===== src/rtl/flash_ctrl.sv =====
// flash_ctrl: parallel NOR flash bus sequencer with JEDEC program/erase,
// DQ6 toggle polling with timeout and address auto-increment.
module flash_ctrl #(
    parameter int ADDR_W = 19,
    parameter int ACC_CYC = 3,
    parameter logic [ADDR_W-1:0] UNLOCK1 = 'h555,
    parameter logic [ADDR_W-1:0] UNLOCK2 = 'h2AA,
    parameter int POLL_MAX = 65535
) (
    input  logic              clk,
    input  logic              rst,
    input  logic [ADDR_W-1:0] addr_in,
    input  logic              addr_load,
    input  logic              autoinc_ena,
    input  logic [1:0]        cmd,
    input  logic              cmd_valid,
    input  logic [7:0]        wr_buffer,
    output logic [7:0]        rd_buffer,
    output logic              busy,
    output logic              done,
    output logic              error,
    output logic [ADDR_W-1:0] cur_addr,
    output logic [ADDR_W-1:0] rom_a,
    output logic [7:0]        rom_d_out,
    output logic              rom_d_oe,
    input  logic [7:0]        rom_d_in,
    output logic              rom_cs_n,
    output logic              rom_oe_n,
    output logic              rom_we_n
);
    typedef enum logic [2:0] {IDLE, SETUP, STROBE, HOLD, NEXT, POLL_CHK, FINISH} state_t;
    localparam logic [1:0] C_READ = 2'd0, C_PROG = 2'd2, C_ERASE = 2'd3;

    state_t            state_q;
    logic [1:0]        cmd_q;
    logic [2:0]        step_q;
    logic [3:0]        cnt_q;
    logic [19:0]       poll_cnt_q;
    logic              poll_q, rd_q, prev_dq6_q;
    logic [7:0]        rd_buffer_q, rom_d_out_q;
    logic [ADDR_W-1:0] cur_addr_q, rom_a_q;
    logic              busy_q, done_q, error_q, d_oe_q, cs_n_q, oe_n_q, we_n_q;

    logic              idle, pr, complete, poll_end, start, cyc_rd, u1, u2, inc;
    logic [1:0]        c;
    logic [2:0]        s, last_s;
    logic [ADDR_W-1:0] base, cyc_addr;
    logic [7:0]        cyc_data;

    // Next bus cycle to launch, whether from idle, after a command write or after a poll read
    always_comb begin
        idle = state_q == IDLE || state_q == FINISH;
        c = idle ? cmd : cmd_q;
        s = idle ? 3'd0 : step_q + 3'd1;
        base = (idle && addr_load) ? addr_in : cur_addr_q;
        last_s = (cmd_q == C_ERASE) ? 3'd5 : (cmd_q == C_PROG) ? 3'd3 : 3'd0;
        pr = state_q == POLL_CHK || (state_q == NEXT && step_q == last_s && cmd_q[1]);
        complete = poll_cnt_q >= 20'd2 && prev_dq6_q == rd_buffer_q[6];
        poll_end = complete || poll_cnt_q == 20'(POLL_MAX);
        start = (idle && cmd_valid) || (state_q == NEXT && (step_q != last_s || cmd_q[1]))
              || (state_q == POLL_CHK && !poll_end);
        u1 = c[1] && (s == 3'd0 || s == 3'd2 || (c == C_ERASE && s == 3'd3));
        u2 = c[1] && (s == 3'd1 || (c == C_ERASE && s == 3'd4));
        cyc_rd = pr || c == C_READ;
        cyc_addr = pr ? cur_addr_q : u1 ? UNLOCK1 : u2 ? UNLOCK2 : base;
        cyc_data = cyc_rd ? 8'h00
                 : c == C_ERASE ? (s == 3'd2 ? 8'h80 : s == 3'd5 ? 8'h30
                                 : (s == 3'd1 || s == 3'd4) ? 8'h55 : 8'hAA)
                 : c == C_PROG ? (s == 3'd0 ? 8'hAA : s == 3'd1 ? 8'h55
                                : s == 3'd2 ? 8'hA0 : wr_buffer)
                 : wr_buffer;
        inc = autoinc_ena && cmd_q != C_ERASE && !(poll_q && !complete);
    end

    always_ff @(posedge clk or posedge rst) begin
        if (rst) begin
            state_q     <= IDLE;
            cmd_q       <= C_READ;
            step_q      <= '0;
            cnt_q       <= '0;
            poll_cnt_q  <= '0;
            poll_q      <= 1'b0;
            rd_q        <= 1'b0;
            prev_dq6_q  <= 1'b0;
            rd_buffer_q <= '0;
            rom_d_out_q <= '0;
            cur_addr_q  <= '0;
            rom_a_q     <= '0;
            busy_q      <= 1'b0;
            done_q      <= 1'b0;
            error_q     <= 1'b0;
            d_oe_q      <= 1'b0;
            cs_n_q      <= 1'b1;
            oe_n_q      <= 1'b1;
            we_n_q      <= 1'b1;
        end else begin
            done_q <= 1'b0;
            case (state_q)
                IDLE, FINISH: begin
                    state_q <= IDLE;
                    if (addr_load) cur_addr_q <= addr_in;
                end
                SETUP: begin
                    state_q <= STROBE;
                    cnt_q   <= '0;
                    oe_n_q  <= !rd_q;
                    we_n_q  <= rd_q;
                end
                STROBE: begin
                    if (cnt_q == 4'(ACC_CYC - 1)) begin
                        state_q <= HOLD;
                        oe_n_q  <= 1'b1;
                        we_n_q  <= 1'b1;
                        if (rd_q) begin
                            rd_buffer_q <= rom_d_in;
                            prev_dq6_q  <= rd_buffer_q[6];
                            if (poll_q) poll_cnt_q <= poll_cnt_q + 20'd1;
                        end
                    end else begin
                        cnt_q <= cnt_q + 4'd1;
                    end
                end
                HOLD: begin
                    state_q <= poll_q ? POLL_CHK : NEXT;
                    cs_n_q  <= 1'b1;
                    d_oe_q  <= 1'b0;
                end
                NEXT, POLL_CHK: begin
                    if (!start) begin
                        state_q <= FINISH;
                        done_q  <= 1'b1;
                        busy_q  <= 1'b0;
                        error_q <= poll_q && !complete;
                        if (inc) cur_addr_q <= cur_addr_q + 1'b1;
                    end
                end
                default: state_q <= IDLE;
            endcase
            if (start) begin
                state_q     <= SETUP;
                cmd_q       <= c;
                step_q      <= s;
                poll_q      <= pr;
                rd_q        <= cyc_rd;
                busy_q      <= 1'b1;
                cs_n_q      <= 1'b0;
                rom_a_q     <= cyc_addr;
                rom_d_out_q <= cyc_data;
                d_oe_q      <= !cyc_rd;
            end
            if (start && idle) begin
                error_q    <= 1'b0;
                poll_cnt_q <= '0;
            end
        end
    end

    assign rd_buffer = rd_buffer_q;
    assign busy      = busy_q;
    assign done      = done_q;
    assign error     = error_q;
    assign cur_addr  = cur_addr_q;
    assign rom_a     = rom_a_q;
    assign rom_d_out = rom_d_out_q;
    assign rom_d_oe  = d_oe_q;
    assign rom_cs_n  = cs_n_q;
    assign rom_oe_n  = oe_n_q;
    assign rom_we_n  = we_n_q;
endmodule


===== config.mk =====
export PLATFORM = sky130hd
export DESIGN_NAME = flash_ctrl
export DESIGN_NICKNAME = d
export VERILOG_FILES = /design/src/rtl/flash_ctrl.sv
export SDC_FILE = /design/constraint.sdc
export NUM_CORES = 1
export LEC_CHECK = 0
export CORE_ASPECT_RATIO = 0.75
export CORE_MARGIN = 8
export CORE_UTILIZATION = 45
export DETAILED_ROUTE_END_ITERATION = 12
export PLACE_DENSITY = 0.82
export SLEW_MARGIN = 25
export SYNTH_ARGS = -nofsm -noshare
export SYNTH_HDL_FRONTEND = slang
export SYNTH_SLANG_ARGS = --single-unit

===== constraint.sdc =====
create_clock -name clk -period 5.76 [get_ports clk]
set_clock_uncertainty 0.2 [all_clocks]
set_input_delay 0.864 -clock clk [delete_from_list [all_inputs] [get_ports clk]]
set_output_delay 0.864 -clock clk [all_outputs]
set_load 0.005 [all_outputs]

==> run_results.csv, run 1 <==
group,metric,value,unit
placed_design,dpl_worst_slack,1.952,ns
cts,cts.sinks,96,
cts,clockBufferDepth,2,
timing,fin_ws,2.204,ns
timing,fin_tns_setup,0,ns
global_routing,track_usage,18.80,%
placed_design,hpwlAfterDp,10160,µm
logic_synthesis,synth_enable_flop_cells,0,
run,drv_cap,0,
cts,cts_resized,0,
timing,post-route-min-period,3.556,ns
timing,fmax,281.2,MHz
floorplan,ios,103,
timing,rsz0062_at_grt,"false",
routing,wl_per_cell,18.06,µm
logic_synthesis,synth_seq_cells,96,
timing,final_max_slew_viol_count,0,
cts,clk_pin_slew,0.07,ns
logic_synthesis,yosysSeqAreaShare,46.04,%
placed_design,place.gp.congestion,0.8979,
timing,hold_viol,0,
routing,wl_met3,1178,µm
power_and_ir_drop,irDropWorstVdd,0.2662,mV
power_and_ir_drop,p_per_area,544.9,nW/µm²
critical_path,cp.required,5.81,ns
routing,vias,4721,
finish,drive_gt1_share,7.012,%
critical_path,arrival,3.60,ns
routing,routed.top_layer,"met4",
global_routing,antenna_found_initial,0,
floorplan,die_w,140.4,µm
routing,m1WireLength,6298,µm
floorplan,die_area,15350,µm²
cts,htree_levels,3,
finish,fin_nets,699,
logic_synthesis,synthArstFlopShare,100.0,%
cts,ctsHoldBuffers,0,
floorplan,core_area,11440,µm²
placed_design,port_buffers,102,
timing,hold_ws,0.2626,ns
critical_path,critPathLaunchType,"register",
timing,finalCritPeriodShare,61.73,%
logic_synthesis,yosys_warnings,0,
critical_path,crit_type,"register to register",
hold_path,hp-class,"register to register",
critical_path,cp-end-kind,"register",
routing,viasPerCell,5.901,
cts,root_buffer,"clkbuf_16",
floorplan,initial_utilization,45.67,%
routing,finalWirelength,14450,µm
logic_synthesis,synth.net_count,614,
logic_synthesis,syn_avg_cell_area,9.234,µm²
finish,final_util,58.13,%
logic_synthesis,synth_flop_cell,"dfrtp_1",
global_routing,grt_pass1_vias,4703,
routing,ant_nets,0,
routing,firstDrtPassIters,6,
logic_synthesis,syn-cell-area,5226,µm²
floorplan,rows,34,
critical_path,critPathMaxFanout,19,
finish,syn_to_final_growth,27.29,%
cts,post_cts_buffers,0,
logic_synthesis,synth_cells,566,
cts,clock_latency,0.35,ns
cts,numCtsBuffers,9,
outcome,status,"completed",
cts,cts_tree,"yes",
routing,drc_errors,0,
finish,diodes,0,
global_routing,grt_max_degree,70,
timing,tightest_slew,0.9267,ns
floorplan,die_h,109.3,µm
power_and_ir_drop,leakagePower,2.764,nW
routing,met2WireLength,6800,µm
logic_synthesis,synthDistinctLibCells,68,
global_routing,grt_overflow,0,
timing,relSlewSlack,37.25,%
timing,setup_viol,0,
global_routing,grt_pass1_wl,23540,µm
power_and_ir_drop,finalPower,0.003625,W
routing,drt_iter0_markers,477,
## through the flow
stage / std cells / cell area (µm²)
6_report: 800 / 6653
5_1_grt: 800 / 6653
4_1_cts: 799 / 6621
3_5_place_dp: 783 / 6334
3_3_place_gp: 782 / 6314
2_1_floorplan: 566 / 5226
## cell families (layout without fill, tap and decap cells)
| family | count (synthesis) | in the layout | synth area share (%) |
|---|---|---|---|
| XOR/XNOR | 24 | 24 | 4.022 |
| buffers and inverters | 47 | 137 | 3.807 |
| adder cells (fa/ha/maj) | 6 | 6 | 1.436 |
| flip-flops | 96 | 96 | 46.04 |
| AND/OR/NAND/NOR | 217 | 217 | 19.58 |
| AO/OA/AOI/OAI | 155 | 155 | 20.80 |
| multiplexers | 21 | 21 | 4.309 |
## worst max-delay path: stages (launching register included)
cell	delay [ns]
dfrtp_1	0.48
nor2b_1	0.25
nor3_2	0.60
and2_1	0.52
a221o_1	0.75
nand3_2	0.36
o211ai_1	0.29
## Yosys cell counts (all sizes together), types with 6 or more instances
library cell | number | area (µm²)
and2 | 10 | 62.56
o21ai | 35 | 175.2
nor3 | 6 | 30.03
a21o | 7 | 52.55
buf | 14 | 75.07
mux2 | 12 | 135.1
nor4 | 7 | 43.79
and3 | 6 | 37.54
mux2i | 9 | 90.09
nor2 | 61 | 229.0
a221oi | 7 | 78.83
nand2 | 66 | 247.7
nand2b | 8 | 50.05
dfrtp | 93 | 2327
clkbuf | 19 | 71.32
xor2 | 15 | 131.4
inv | 14 | 52.55
o211ai | 8 | 60.06
ha | 6 | 75.07
o31ai | 10 | 80.07
nand3 | 26 | 135.1
a21oi | 34 | 170.2
nand4 | 10 | 62.56
xnor2 | 9 | 78.83
## where the power goes
part / switching, W / total [W] / internal [W]
registers: 0.000285 / 0.00122 / 0.000934
clock network: 0.000249 / 0.000599 / 0.000350
logic: 0.000941 / 0.00181 / 0.000866
total: 0.00148 / 0.00363 / 0.00215
## path summary, 6_finish.rpt
kind                            startpoint  cells after the start         to  slack (ns)
worst max-delay path            state_q[1]                      6  rom_a[17]        2.20
worst min-delay path              rom_cs_n                      2   rom_cs_n        0.26
worst max register to register  state_q[1]                      6  rom_a[17]        2.20
worst min register to register    rom_cs_n                      2   rom_cs_n        0.26
max in group asynchronous              rst                      3   rom_oe_n        3.55
min in group asynchronous              rst                      2  rom_a[13]        0.85
## cell type report
class / count / area, µm²
well taps: 144 / 180.2
multi-input cells: 423 / 2650
inverters: 14 / 55.05
fillers: 965 / 4791
flip-flops and latches: 96 / 2406
clock buffers: 15 / 257.7
repair buffers: 107 / 1074
clock inverters: 1 / 30.03
## per-layer routing
metal | GRT usage, % | up-vias
li1 | - | 2209
met1 | 23.64 | 2315
met2 | 30.80 | 180
met3 | 5.857 | 17
met4 | 5.714 | 0
met5 | 0 | -
## layout by cell type, fill, tap and decap left out, types with 6 or more instances in the layout
cell             instances
xnor2_1                  9
o211ai_1                 8
clkbuf_16                9
inv_1                   13
xor2_1                  15
and3_1                   6
nand3_1                 25
mux2_2                  12
mux2i_1                  9
nand2b_1                 8
nand2_1                 66
o21ai_0                 35
ha_1                     6
a21o_1                   7
nor2_1                  61
o31ai_1                  8
clkdlybuf4s50_1        102
a21oi_1                 34
a221oi_1                 6
nand4_1                 10
and2_1                   9
dfrtp_1                 93
nor4_1                   7
## sequential cells by signal, indices dropped and copies added (netlist names)
name	cells
rom_cs_n	1
rom_d_oe	1
rom_oe_n	1
error	1
cnt_q	4
rd_buffer	8
busy	1
poll_q	1
poll_cnt_q	20
rom_we_n	1
cur_addr	19
rom_d_out	8
state_q	3
rd_q	1
cmd_q	2
step_q	3
done	1
prev_dq6_q	1
rom_a	19
No activity file was read; power rests on OpenSTA's default activity.
==> inputs of run 2 (changes only) <==
==> constraint.sdc (replaced) <==
create_clock -name clk -period 3.5 [get_ports clk]
set_clock_uncertainty 0.2 [all_clocks]
set_input_delay 0.525 -clock clk [delete_from_list [all_inputs] [get_ports clk]]
set_output_delay 0.525 -clock clk [all_outputs]
set_load 0.005 [all_outputs]
==> run 2 against run 1 <==
  * Non-clock buffer count grew 9
  * Setup slack lost 1.7 ns
  * Critical path type unchanged
  * Clock power grew 57%
  * Final cell count grew 1.1%
  * Die area is the same
  * Count of clock-buffer cells in the layout shrank 3
  * Power grew 64%
  * Highest routed layer unchanged
  * Global-route usage grew 0.62 points
  * Worst hold slack gained 0.0032 ns
  * First-iteration DRC count shrank 29%
==> run_results.csv, run 2 (same netlist as run 1, synthesis figures left out) <==
group,metric,value,unit
critical_path,arrival,3.08,ns
placed_design,place.gp.congestion,0.9431,
cts,clockBufferDepth,2,
routing,finalWirelength,14720,µm
cts,clock_latency,0.34,ns
finish,syn_to_final_growth,28.08,%
cts,root_buffer,"clkbuf_16",
routing,drt_iter0_markers,337,
routing,vias,4742,
floorplan,ios,103,
timing,fmax,329.7,MHz
critical_path,critPathMaxFanout,19,
critical_path,critPathBufInv,1,
routing,viasPerCell,5.862,
routing,wl_met3,1140,µm
finish,fin_nets,708,
routing,routed.top_layer,"met4",
floorplan,die_h,109.3,µm
cts,cts.sinks,96,
global_routing,antenna_found_initial,0,
floorplan,die_w,140.4,µm
outcome,status,"completed",
timing,finalCritPeriodShare,86.65,%
critical_path,critPathLaunchType,"register",
placed_design,placed_cell_area,6409,µm²
finish,diodes,0,
finish,fill_cells,988,
finish,final_common_cell,"clkdlybuf4s50_1",
cts,cts_tree,"yes",
routing,m1WireLength,6532,µm
critical_path,crit_type,"register to register",
timing,rsz0062_at_grt,"false",
floorplan,rows,34,
finish,final_cell_area,6694,µm²
global_routing,grt_pass1_vias,4713,
timing,post-route-min-period,3.033,ns
routing,ant_nets,0,
cts,ctsHoldBuffers,0,
timing,fin_tns_setup,0,ns
global_routing,grt_overflow,0,
routing,drc_errors,0,
finish,drive_gt1_share,8.571,%
run,drv_cap,0,
finish,final_util,58.50,%
finish,mostFrequentLayoutCells,"102 x clkdlybuf4s50_1, 93 x dfrtp_1, 66 x nand2_1, 61 x nor2_1, 35 x o21ai_0",
placed_design,port_buffers,102,
power_and_ir_drop,irDropWorstVdd,0.3711,mV
global_routing,track_usage,19.41,%
routing,met2WireLength,6871,µm
finish,regMostFlops,"poll_cnt_q",
power_and_ir_drop,leakagePower,2.802,nW
timing,hold_viol,0,
floorplan,initial_utilization,45.67,%
timing,final_max_slew_viol_count,0,
critical_path,crit_slowest_cell,"a221o_1",
timing,tightest_slew,0.8556,ns
power_and_ir_drop,p_per_area,889.2,nW/µm²
global_routing,grt_pass1_wl,24080,µm
timing,setup_viol,0,
critical_path,path_cells,"or4_1 > o31ai_2 > buf_4 > a221o_1 > nand3_2 > o211ai_1",
floorplan,die_area,15350,µm²
cts,htree_levels,3,
critical_path,cpPeakStageDelay,0.66,ns
critical_path,cp-end-kind,"register",
routing,wl_per_cell,18.19,µm
floorplan,core_area,11440,µm²
hold_path,hp-class,"register to register",
critical_path,critPathTopFamily,"compound AO/OA/AOI/OAI gates",
cts,post_cts_buffers,0,
cts,numCtsBuffers,9,
cts,clk_pin_slew,0.06,ns
placed_design,hpwlAfterDp,10530,µm
power_and_ir_drop,finalPower,0.005953,W
timing,relSlewSlack,42.52,%
critical_path,cp.required,3.55,ns
finish,largest_register_ffs,20,
global_routing,grt_max_degree,57,
cts,cts_resized,0,
routing,firstDrtPassIters,7,
run 2: final timing paths:
| kind | slack [ns] | start | cells after the start | endpoint |
|---|---|---|---|---|
| max in group asynchronous | 1.98 | rst | 3 | rom_cs_n |
| min | 0.27 | rom_cs_n | 2 | rom_cs_n |
| max reg2reg | 0.47 | poll_cnt_q[18] | 6 | rom_a[18] |
| min in group asynchronous | 0.38 | rst | 2 | cur_addr[18] |
| max | 0.47 | poll_cnt_q[18] | 6 | rom_a[18] |
| min reg2reg | 0.27 | rom_cs_n | 2 | rom_cs_n |
run 2: power breakdown:
| group | internal [W] | total [W] | switching [W] |
|---|---|---|---|
| Combinational | 0.00145 | 0.00298 | 0.00153 |
| Sequential | 0.00154 | 0.00203 | 0.000491 |
| Clock | 0.000521 | 0.000941 | 0.000420 |
run 2: cell type report:
cell class	instances	area, µm²	area share [%]
Multi-Input combinational cell	423	2629	39.27
Sequential cell	96	2406	35.94
Timing Repair Buffer	116	1139	17.01
Clock buffer	12	256.5	3.832
Tap cell	144	180.2	2.692
Inverter	14	55.05	0.8224
Clock inverter	4	28.78	0.4299
run 2: layer usage:
metal | global-route usage, % | vias to the layer above
li1 | - | 2225
met1 | 25.24 | 2328
met2 | 31.11 | 170
met3 | 5.770 | 19
met4 | 5.637 | 0
met5 | 0 | -
run 2: per-stage QoR:
stage	std cells	hold WS, ns	setup slack [ns]
finish	809	0.2658	0.4674
CTS	809	0.2668	0.4950
floorplan	566	0.2482	0.2746
global route	809	0.2938	0.2109
global placement	793	0.2506	0.6758
detailed placement	793	0.2580	0.5324
run 2: worst register-to-register path: cells and delay by family (launching register included):
kind                   cells  cell delay [ns]
AOI/OAI and AO/OA          3             1.23
buffers and inverters      1             0.20
and+or+nand+nor            2             0.91
DFF                        1             0.41
==> inputs of run 3 (changes only) <==
--- a/config.mk
+++ b/config.mk
@@ -9,7 +9,7 @@
 export CORE_MARGIN = 8
 export CORE_UTILIZATION = 45
 export DETAILED_ROUTE_END_ITERATION = 12
-export PLACE_DENSITY = 0.82
+export PLACE_DENSITY = 0.85
 export SLEW_MARGIN = 25
 export SYNTH_ARGS = -nofsm -noshare
 export SYNTH_HDL_FRONTEND = slang
==> constraint.sdc (replaced) <==
create_clock -name clk -period 2.44 [get_ports clk]
set_clock_uncertainty 0.2 [all_clocks]
set_input_delay 0.366 -clock clk [delete_from_list [all_inputs] [get_ports clk]]
set_output_delay 0.366 -clock clk [all_outputs]
set_load 0.005 [all_outputs]
==> run 3 against run 2 <==
  * The run now ends with negative setup slack left
  * Fmax rose by 15%
  * Routed wire length up 21%
  * Highest routed layer unchanged
  * Clock power rose by 77%
  * Worst hold slack barely moved
  * Sequential power rose by 36%
  * Critical path type unchanged
  * Critical path depth unchanged
  * Combinational power up 96%
  * Utilization up 7.8 points
  * Sequential cell count did not move
  * Design area up 13%
  * Critical endpoint is now rom_a[12]
==> run_results.csv, run 3 (same netlist as run 1, synthesis figures left out) <==
group,metric,value,unit
critical_path,critPathLaunchType,"register",
floorplan,die_w,140.4,µm
finish,syn_to_final_growth,45.08,%
critical_path,crit_type,"register to register",
routing,viasPerCell,6.042,
timing,post-route-min-period,2.648,ns
timing,setup_viol,53,
timing,final_max_slew_viol_count,0,
power_and_ir_drop,leakagePower,3.241,nW
finish,mostFrequentLayoutCells,"102 x clkdlybuf4s50_1, 93 x dfrtp_1, 60 x buf_4, 57 x nand2_1, 57 x nor2_1",
power_and_ir_drop,irDropWorstVdd,0.8029,mV
cts,clockBufferDepth,2,
run,drv_cap,0,
timing,rsz0062_at_grt,"true",
global_routing,grt_overflow,0,
cts,ctsHoldBuffers,0,
critical_path,critPathMaxFanout,12,
timing,relSlewSlack,48.22,%
power_and_ir_drop,p_per_area,1357,nW/µm²
routing,drc_errors,0,
cts,htree_levels,3,
timing,tightest_slew,0.7767,ns
critical_path,r2r_start,"state_q[1]",
global_routing,antenna_found_initial,0,
floorplan,ios,103,
critical_path,arrival,2.70,ns
finish,regMostFlops,"poll_cnt_q",
cts,cts_tree,"yes",
critical_path,startpoint,"state_q[1]",
global_routing,grt_pass1_wl,27100,µm
routing,ant_nets,0,
floorplan,initial_utilization,45.67,%
placed_design,port_buffers,102,
global_routing,track_usage,21.92,%
finish,fill_cells,821,
cts,clock_latency,0.35,ns
timing,finalCritPeriodShare,108.5,%
floorplan,rows,34,
global_routing,grt_max_degree,97,
finish,final_common_cell,"clkdlybuf4s50_1",
finish,largest_register_ffs,20,
critical_path,cp-end-kind,"register",
routing,vias,5287,
critical_path,rrSetupSlack,-0.21,ns
finish,final_util,66.26,%
placed_design,hpwlAfterDp,11350,µm
finish,fin_nets,774,
cts,root_buffer,"clkbuf_16",
critical_path,worstRegToRegCells,6,
outcome,violations,"negative setup slack",
outcome,status,"complete, but fails checks",
finish,seq_area,2406,µm²
timing,fin_ws,-0.2081,ns
finish,layout.cells.non_filler,875,
floorplan,die_h,109.3,µm
global_routing,grt_pass1_vias,5294,
critical_path,cp.required,2.49,ns
timing,fmax,377.6,MHz
critical_path,r2r-end,"rom_a[12]",
placed_design,place.gp.congestion,0.9356,
routing,wl_per_cell,20.28,µm
floorplan,die_area,15350,µm²
finish,multi_input_area,2834,µm²
routing,finalWirelength,17750,µm
floorplan,core_area,11440,µm²
hold_path,hp-class,"input port to async pin",
cts,numCtsBuffers,9,
routing,firstDrtPassIters,8,
routing,drt_iter0_markers,546,
timing,hold_viol,0,
finish,diodes,0,
cts,clk_pin_slew,0.07,ns
placed_design,dp.cells,837,
cts,cts.sinks,96,
finish,drive_gt1_share,22.16,%
[run 3: changes by cell type in the layout (fill, tap and decap cells not counted), sizes merged]
cell    delta
o221a      +1
clkinv     -1
buf       +63
clkbuf     +1
inv        -1
bufinv     +3
[run 3: power by group]
part           total (W)  internal [W]  switching (W)
combinational    0.00584       0.00290        0.00294
sequential       0.00277       0.00221       0.000564
clock            0.00167       0.00106       0.000616
total             0.0103       0.00616        0.00412
[run 3: critical path: stages (launching register included)]
cell	delay [ns]
dfrtp_1	0.42
nor2b_1	0.35
or4b_1	0.23
o31ai_1	0.15
nor2_2	0.51
nand3_2	0.35
o211ai_1	0.33
[run 3: routing by layer]
| layer | track usage (%) | vias to the layer above | wire length [µm] |
|---|---|---|---|
| li1 | - | 2366 | - |
| met5 | 0 | - | 0 |
| met3 | 7.375 | 62 | 1728 |
| met2 | 36.02 | 303 | 8536 |
| met4 | 7.722 | 0 | 500 |
| met1 | 26.80 | 2556 | 6981 |
[run 3: through the flow]
step | hold slack [ns] | TNS (ns) | area (µm²) | setup slack (ns) | total power (W)
floorplan | 0.2482 | -0.009010 | 5259 | -0.006213 | 0.005353
global placement | 0.2500 | -3.580 | 6784 | -0.1484 | 0.007539
detailed placement | 0.2682 | -6.203 | 6784 | -0.3616 | 0.007748
CTS | 0.2819 | -4.494 | 7375 | -0.1611 | 0.009902
global route | 0.3043 | -8.665 | 7582 | -0.2958 | 0.01083
finish | 0.2657 | -6.054 | 7582 | -0.2081 | 0.01029
[run 3: worst max-delay path by stage]
stage,endpoint,slack (ns),cells after the start
CTS,rom_a[15],-0.16,8
finish,rom_a[12],-0.21,6
detailed placement,rom_a[15],-0.36,6
global route,rom_a[12],-0.30,8
floorplan,rom_d_oe,-0.006,7
global placement,rom_a[18],-0.15,6
[run 3: cell type report]
class	count	area share [%]
Clock buffer	11	3.333
Clock inverter	5	1.353
Inverter	14	0.7426
Multi-Input combinational cell	424	37.38
Sequential cell	96	31.73
Tap cell	144	2.376
Timing Repair Buffer	181	23.09
[run 3: what timing repair did]
action,CTS,global route
pin swaps,7,7
gates cloned,4,3
resized for setup,26,43
endpoints found under the setup margin,51,63
buffers inserted,8,11
